## src/rtl/config_pkg.sv

```systemverilog
// Shared types and constants for the tile configuration loader.
package config_pkg;

    localparam int unsigned CFG_WORD_W    = 32;
    localparam int unsigned CFG_NUM_WORDS = 45;

    typedef enum logic [2:0] {
        IDLE,
        ACCEPT,
        SETUP,
        STROBE,
        HOLD,
        CHECK,
        DONE
    } state_t;

    // Width of a binary index over n items (at least one bit).
    function automatic int unsigned idx_width(input int unsigned n);
        return (n > 1) ? $clog2(n) : 1;
    endfunction

endpackage

```

## src/rtl/config_loader_if.sv

```systemverilog
// Stream, latch-bank and status signals between the configuration controller and the loader.
interface config_loader_if #(
    parameter int unsigned WORD_W    = config_pkg::CFG_WORD_W,
    parameter int unsigned NUM_WORDS = config_pkg::CFG_NUM_WORDS
);

    logic                 io_start;
    logic                 io_abort;
    logic                 io_word_valid;
    logic [WORD_W-1:0]    io_word_data;
    logic                 io_word_ready;
    logic [WORD_W-1:0]    io_d_out;
    logic [NUM_WORDS-1:0] io_configs_en;
    logic                 io_busy;
    logic                 io_done;
    logic                 io_err;

    modport master (
        output io_start, io_abort, io_word_valid, io_word_data,
        input  io_word_ready, io_d_out, io_configs_en, io_busy, io_done, io_err
    );

    modport slave (
        input  io_start, io_abort, io_word_valid, io_word_data,
        output io_word_ready, io_d_out, io_configs_en, io_busy, io_done, io_err
    );

endinterface

```

## src/rtl/cfg_onehot_dec.sv

```systemverilog
// Registered binary-to-one-hot decoder; enables come straight from flops so the
// latch bank never sees decode glitches.
module cfg_onehot_dec #(
    parameter int unsigned N     = 45,
    parameter int unsigned IDX_W = 6
) (
    input  logic             clk,
    input  logic             reset,
    input  logic             strobe,
    input  logic [IDX_W-1:0] idx,
    output logic [N-1:0]     en
);

    logic [N-1:0] en_next;

    always_comb begin
        en_next = '0;
        for (int unsigned i = 0; i < N; i++) begin
            en_next[i] = strobe && (idx == IDX_W'(i));
        end
    end

    always_ff @(posedge clk or posedge reset) begin
        if (reset) begin
            en <= '0;
        end else begin
            en <= en_next;
        end
    end

endmodule

```

## src/rtl/config_loader.sv

```systemverilog
// Write-side sequencer for the tile configuration latch bank: one word, one
// enable pulse, ascending order, with an optional trailing XOR checksum.
module config_loader
    import config_pkg::*;
#(
    parameter int unsigned WORD_W    = CFG_WORD_W,
    parameter int unsigned NUM_WORDS = CFG_NUM_WORDS,
    parameter bit          CHECK_EN  = 1'b1
) (
    input logic            clk,
    input logic            reset,
    config_loader_if.slave bus
);

    localparam int unsigned      IDX_W    = idx_width(NUM_WORDS);
    localparam logic [IDX_W-1:0] LAST_IDX = IDX_W'(NUM_WORDS - 1);

    state_t              state;
    logic [IDX_W-1:0]    idx;
    logic [WORD_W-1:0]   acc;
    logic [WORD_W-1:0]   d_out;
    logic                done;
    logic                err;
    logic                handshake;
    logic                strobe;
    logic [NUM_WORDS-1:0] en;

    assign bus.io_word_ready = (state == ACCEPT) || (state == CHECK);
    assign bus.io_busy       = (state != IDLE);
    assign handshake         = bus.io_word_valid && bus.io_word_ready;
    // Arm the decoder one cycle early so its flop output is high exactly in STROBE.
    assign strobe            = (state == SETUP) && !bus.io_abort;

    always_ff @(posedge clk or posedge reset) begin
        if (reset) begin
            state <= IDLE;
            idx   <= '0;
            acc   <= '0;
            d_out <= '0;
            done  <= 1'b0;
            err   <= 1'b0;
        end else if (state != IDLE && bus.io_abort) begin
            state <= IDLE;
            done  <= 1'b0;
            err   <= 1'b0;
        end else begin
            unique case (state)
                IDLE: begin
                    if (bus.io_start) begin
                        state <= ACCEPT;
                        idx   <= '0;
                        acc   <= '0;
                        done  <= 1'b0;
                        err   <= 1'b0;
                    end
                end
                ACCEPT: begin
                    if (handshake) begin
                        d_out <= bus.io_word_data;
                        acc   <= acc ^ bus.io_word_data;
                        state <= SETUP;
                    end
                end
                SETUP:  state <= STROBE;
                STROBE: state <= HOLD;
                HOLD: begin
                    if (idx == LAST_IDX) begin
                        if (CHECK_EN) begin
                            state <= CHECK;
                        end else begin
                            state <= DONE;
                            done  <= 1'b1;
                        end
                    end else begin
                        idx   <= idx + IDX_W'(1);
                        state <= ACCEPT;
                    end
                end
                CHECK: begin
                    if (handshake) begin
                        err   <= (bus.io_word_data != acc);
                        done  <= 1'b1;
                        state <= DONE;
                    end
                end
                DONE:    state <= IDLE;
                default: state <= IDLE;
            endcase
        end
    end

    cfg_onehot_dec #(
        .N     (NUM_WORDS),
        .IDX_W (IDX_W)
    ) u_dec (
        .clk    (clk),
        .reset  (reset),
        .strobe (strobe),
        .idx    (idx),
        .en     (en)
    );

    assign bus.io_d_out      = d_out;
    assign bus.io_configs_en = en;
    assign bus.io_done       = done;
    assign bus.io_err        = err;

endmodule

```

## src/flat_wrapper.sv

```systemverilog
// flat-port wrapper written by rule: the top's interface ports become plain ports
module config_loader_flat import config_pkg::*;
#(
    parameter int unsigned WORD_W    = CFG_WORD_W,
    parameter int unsigned NUM_WORDS = CFG_NUM_WORDS,
    parameter bit          CHECK_EN  = 1'b1
)
  (clk, reset, bus_io_start, bus_io_abort, bus_io_word_valid, bus_io_word_data, bus_io_word_ready, bus_io_d_out, bus_io_configs_en, bus_io_busy, bus_io_done, bus_io_err);
  config_loader_if #(.WORD_W(WORD_W), .NUM_WORDS(NUM_WORDS)) bus_i ();
  input logic clk;
  input logic reset;
  input wire logic [$bits(bus_i.io_start)-1:0] bus_io_start;
  input wire logic [$bits(bus_i.io_abort)-1:0] bus_io_abort;
  input wire logic [$bits(bus_i.io_word_valid)-1:0] bus_io_word_valid;
  input wire logic [$bits(bus_i.io_word_data)-1:0] bus_io_word_data;
  output wire logic [$bits(bus_i.io_word_ready)-1:0] bus_io_word_ready;
  output wire logic [$bits(bus_i.io_d_out)-1:0] bus_io_d_out;
  output wire logic [$bits(bus_i.io_configs_en)-1:0] bus_io_configs_en;
  output wire logic [$bits(bus_i.io_busy)-1:0] bus_io_busy;
  output wire logic [$bits(bus_i.io_done)-1:0] bus_io_done;
  output wire logic [$bits(bus_i.io_err)-1:0] bus_io_err;
  assign bus_i.io_start = bus_io_start;
  assign bus_i.io_abort = bus_io_abort;
  assign bus_i.io_word_valid = bus_io_word_valid;
  assign bus_i.io_word_data = bus_io_word_data;
  assign bus_io_word_ready = bus_i.io_word_ready;
  assign bus_io_d_out = bus_i.io_d_out;
  assign bus_io_configs_en = bus_i.io_configs_en;
  assign bus_io_busy = bus_i.io_busy;
  assign bus_io_done = bus_i.io_done;
  assign bus_io_err = bus_i.io_err;
  config_loader #(.WORD_W(WORD_W), .NUM_WORDS(NUM_WORDS), .CHECK_EN(CHECK_EN)) u_core (.clk(clk), .reset(reset), .bus(bus_i));
endmodule
```

## config.mk

```make
export PLATFORM = sky130hd
export DESIGN_NAME = config_loader_flat
export DESIGN_NICKNAME = d
export VERILOG_FILES = /design/src/rtl/config_pkg.sv /design/src/rtl/config_loader_if.sv /design/src/rtl/cfg_onehot_dec.sv /design/src/rtl/config_loader.sv /design/src/flat_wrapper.sv
export SDC_FILE = /design/constraint.sdc
export NUM_CORES = 1
export LEC_CHECK = 0
export ABC_AREA = 1
export BUFFER_PORTS_ARGS = -buffer_cell sky130_fd_sc_hd__buf_2
export CAP_MARGIN = 20
export CORE_MARGIN = 2
export CORE_UTILIZATION = 54
export DETAILED_ROUTE_END_ITERATION = 10
export GPL_TIMING_DRIVEN = 0
export PLACE_DENSITY = 0.8
export SLEW_MARGIN = 20
export SYNTH_ARGS = -nofsm -noshare
export SYNTH_HDL_FRONTEND = slang
export SYNTH_SLANG_ARGS = --single-unit
```

## constraint.sdc

```tcl
create_clock -name clk -period 4.2 [get_ports clk]
set_input_delay 0.63 -clock clk [delete_from_list [all_inputs] [get_ports clk]]
set_output_delay 0.63 -clock clk [all_outputs]
set_load 0.05 [all_outputs]
```

==> results.yml <==
status:
  status: "complete, no violations"
cts:
  clockRootBuffer: "clkbuf_8"
  htree_levels: 4
  cts_setup_buffers: 0
  cts_sinks: 120
  clk_pin_slew_ns: 0.06
  cts_resized: 0
  cts_hold_buf: 0
  clockBufferDepth: 2
  cts_tree: "yes"
  clock_latency_ns: 0.51
  cts_buffers: 17
logic_synthesis:
  synth-adder-area-share_pct: 0.963
  synth_compound_area_share_pct: 7.54
  ys_types: 27
  synth.net_count: 635
  synth.cell_area_um2: 5200
  synth-simple-area-share_pct: 23.8
  syn_area_per_cell_um2: 8.75
  synth-seq-area-share_pct: 57.8
  synth_mux_area_share_pct: 0.867
  synthCells: 594
  ys_ff_latch: 120
  synth_top_family_by_area: "simple AND/OR/NAND/NOR gates"
  ys.warnings.count: 0
  synth_xor_xnor_area_share_pct: 1.01
sta:
  hold_viol: 0
  fin_crit_ns: 2.25
  setup_viol: 0
  skew_ns: 0.00854
  period_share_pct: 53.7
  tns_ns: 0
  fmax_ghz: 0.444
  worstMarginPinSlew_ns: 0.506
  fin_ws_ns: 1.95
  max-slew-margin-rel_pct: 66.3
  maxSlewViolCount: 0
  rsz0062_at_grt: "no"
critical_path:
  cp_max_fo: 5
  worstReg2RegEnd: "u_core.acc[18]"
  timing.rr.start: "u_core.state[1]"
  cp-startpoint: "u_core.state[0]"
  required_ns: 3.57
  cp-start-kind: "flop"
  arrival_ns: 1.62
  endpoint_kind: "output pin"
  rr_worst_depth: 7
  ff2ff_setup_slack_ns: 2.35
  crit_type: "reg -> out"
final_layout:
  fin_cells: 873
  drive_gt1_share_pct: 22.7
  area_delta_synth_final_pct: 27.1
  num_antenna_cells: 0
  final_cell_area_um2: 6600
  nNetsFinal: 772
detailed_routing:
  wl_met3_um: 777
  wirelength_mm: 12.8
  wl_met2_mm: 6.24
  drt_iter0_drc: 317
  viasPerCell: 5.17
  drt_pass1_iterations: 5
  routedWlPerCell_um: 14.6
  drt-met1-wl_mm: 5.54
  drc_errors: 0
  final_antenna_net_count: 0
  vias: 4510
  highest_layer: "met4"
flow_run:
  drv_cap: 0
worst_hold_path:
  hp-class: "in -> async"
global_routing:
  grt_max_degree: 80
  antenna_found_initial: 0
  grt_pass1_wl_mm: 20.7
  grt_pass1_vias: 4208
  grt_usage_pct: 26.1
  gr-total-overflow: 0
placed_design:
  dp_slack_ns: 2.20
  dp_hpwl_mm: 8.91
  placedInstanceArea_um2: 5980
  port_buffers: 117
  globalplace.congestion: 0.881
  dp.cells: 841
die:
  core_area_um2: 9280
  io_pins: 118
  die_x_um: 102
  dieHeight_um: 102
  num_rows: 35
  initial_core_util_pct: 56.0
  fp.dieArea_um2: 10400
pwr:
  ir_drop_v: 0.000467
  p_leak_nw: 3.59
  p_per_area_nw_per_um2: 733
[registers in the layout, summed over array words and instances, names as in the netlist]
| signal | count |
|---|---|
| u_core.u_dec.en | 45 |
| u_core.bus.io_d_out | 32 |
| u_core.bus.io_done | 1 |
| u_core.acc | 32 |
| u_core.state | 3 |
| u_core.bus.io_err | 1 |
| u_core.idx | 6 |
[area by class of cell]
class,instances,area [um^2]
tap,129,161
fill,735,2680
sequential,120,3000
clock inverter,15,213
buffer,20,108
inverter,82,313
timing repair buffer,118,613
multi-input combinational,372,1780
clock buffer,17,414
[cells in the final DEF (no fill, tap or decap), drive strengths merged]
| cell | Yosys | routed |
|---|---|---|
| dfrtp | 120 | 120 |
| o21ai | 69 | 69 |
| nor3 | 6 | 6 |
| o211ai | 1 | 1 |
| inv | 82 | 87 |
| nand3b | 33 | 33 |
| ha | 4 | 4 |
| buf | 10 | 128 |
| a21oi | 2 | 2 |
| clkinv | 0 | 6 |
| nand4 | 2 | 2 |
| xor2 | 2 | 2 |
| nor2 | 66 | 66 |
| clkbuf | 10 | 27 |
| nand2 | 162 | 162 |
| mux2 | 4 | 4 |
| xnor2 | 4 | 4 |
| bufinv | 0 | 4 |
| nand3 | 15 | 15 |
| o31ai | 1 | 1 |
| o211a | 1 | 1 |
[stage by stage]
step	hold WS [ns]	total power (W)	util, %
finish	0.115	0.00484	71.1
floorplan	0.512	0.00285	-
global placement	0.461	0.00325	64.0
detailed placement	0.470	0.00331	64.4
CTS	0.122	0.00485	71.1
global route	0.136	0.00509	71.1
[critical path, stage by stage, from the launching register on]
cell and delay [ns]:
dfrtp_1 0.43, nor2_1 0.28, nand2_2 0.16, buf_2 0.24
[Yosys cell counts]
master | instances | area, um^2
o211ai_1 | 1 | 7.51
buf_2 | 5 | 25.0
nand3_1 | 14 | 70.1
nand3b_1 | 33 | 248
o211a_1 | 1 | 10.0
nand2_2 | 2 | 12.5
o21ai_1 | 5 | 25.0
inv_1 | 82 | 308
xnor2_1 | 4 | 35.0
clkbuf_1 | 10 | 37.5
nand4_1 | 2 | 12.5
a21oi_4 | 1 | 16.3
o21ai_0 | 64 | 320
dfrtp_1 | 120 | 3000
nor2_4 | 1 | 11.3
buf_1 | 1 | 3.75
mux2_2 | 4 | 45.0
nor2_1 | 65 | 244
nor3_1 | 6 | 30.0
nand3_2 | 1 | 10.0
a21oi_1 | 1 | 5.00
xor2_1 | 2 | 17.5
buf_6 | 3 | 33.8
o31ai_1 | 1 | 7.51
ha_1 | 4 | 50.1
nand2_1 | 160 | 601
buf_4 | 1 | 7.51
[cells by family after synthesis]
group                    count (synthesis)
flip-flops                             120
AO/OA/AOI/OAI                           74
buffers and inverters                  102
AND/OR/NAND/NOR                        284
adder cells (fa/ha/maj)                  4
XOR/XNOR                                 6
multiplexers                             4
[report_power, final]
group | switching [W] | internal (W) | total, W | leakage [nW]
Clock | 0.000555 | 0.000976 | 0.00153 | 0.308
Sequential | 0.000139 | 0.00141 | 0.00155 | 1.61
Combinational | 0.00131 | 0.000457 | 0.00176 | 1.68
[worst max path at each step]
stage | to | slack (ns) | cells past startpoint
6_report | bus_io_busy | 1.95 | 3
5_1_grt | bus_io_busy | 1.90 | 3
4_1_cts | bus_io_busy | 1.95 | 3
3_5_place_dp | u_core.acc[5] | 2.20 | 6
3_3_place_gp | u_core.bus.io_d_out[5] | -0.77 | 2
2_1_floorplan | u_core.acc[0] | 0.38 | 1
[routing by layer]
metal | track usage, % | up-vias
met5 | 0 | -
met2 | 41.4 | 159
li1 | - | 2132
met3 | 5.95 | 18
met1 | 36.3 | 2201
met4 | 7.79 | 0
No activity file was read; power rests on OpenSTA's default activity.
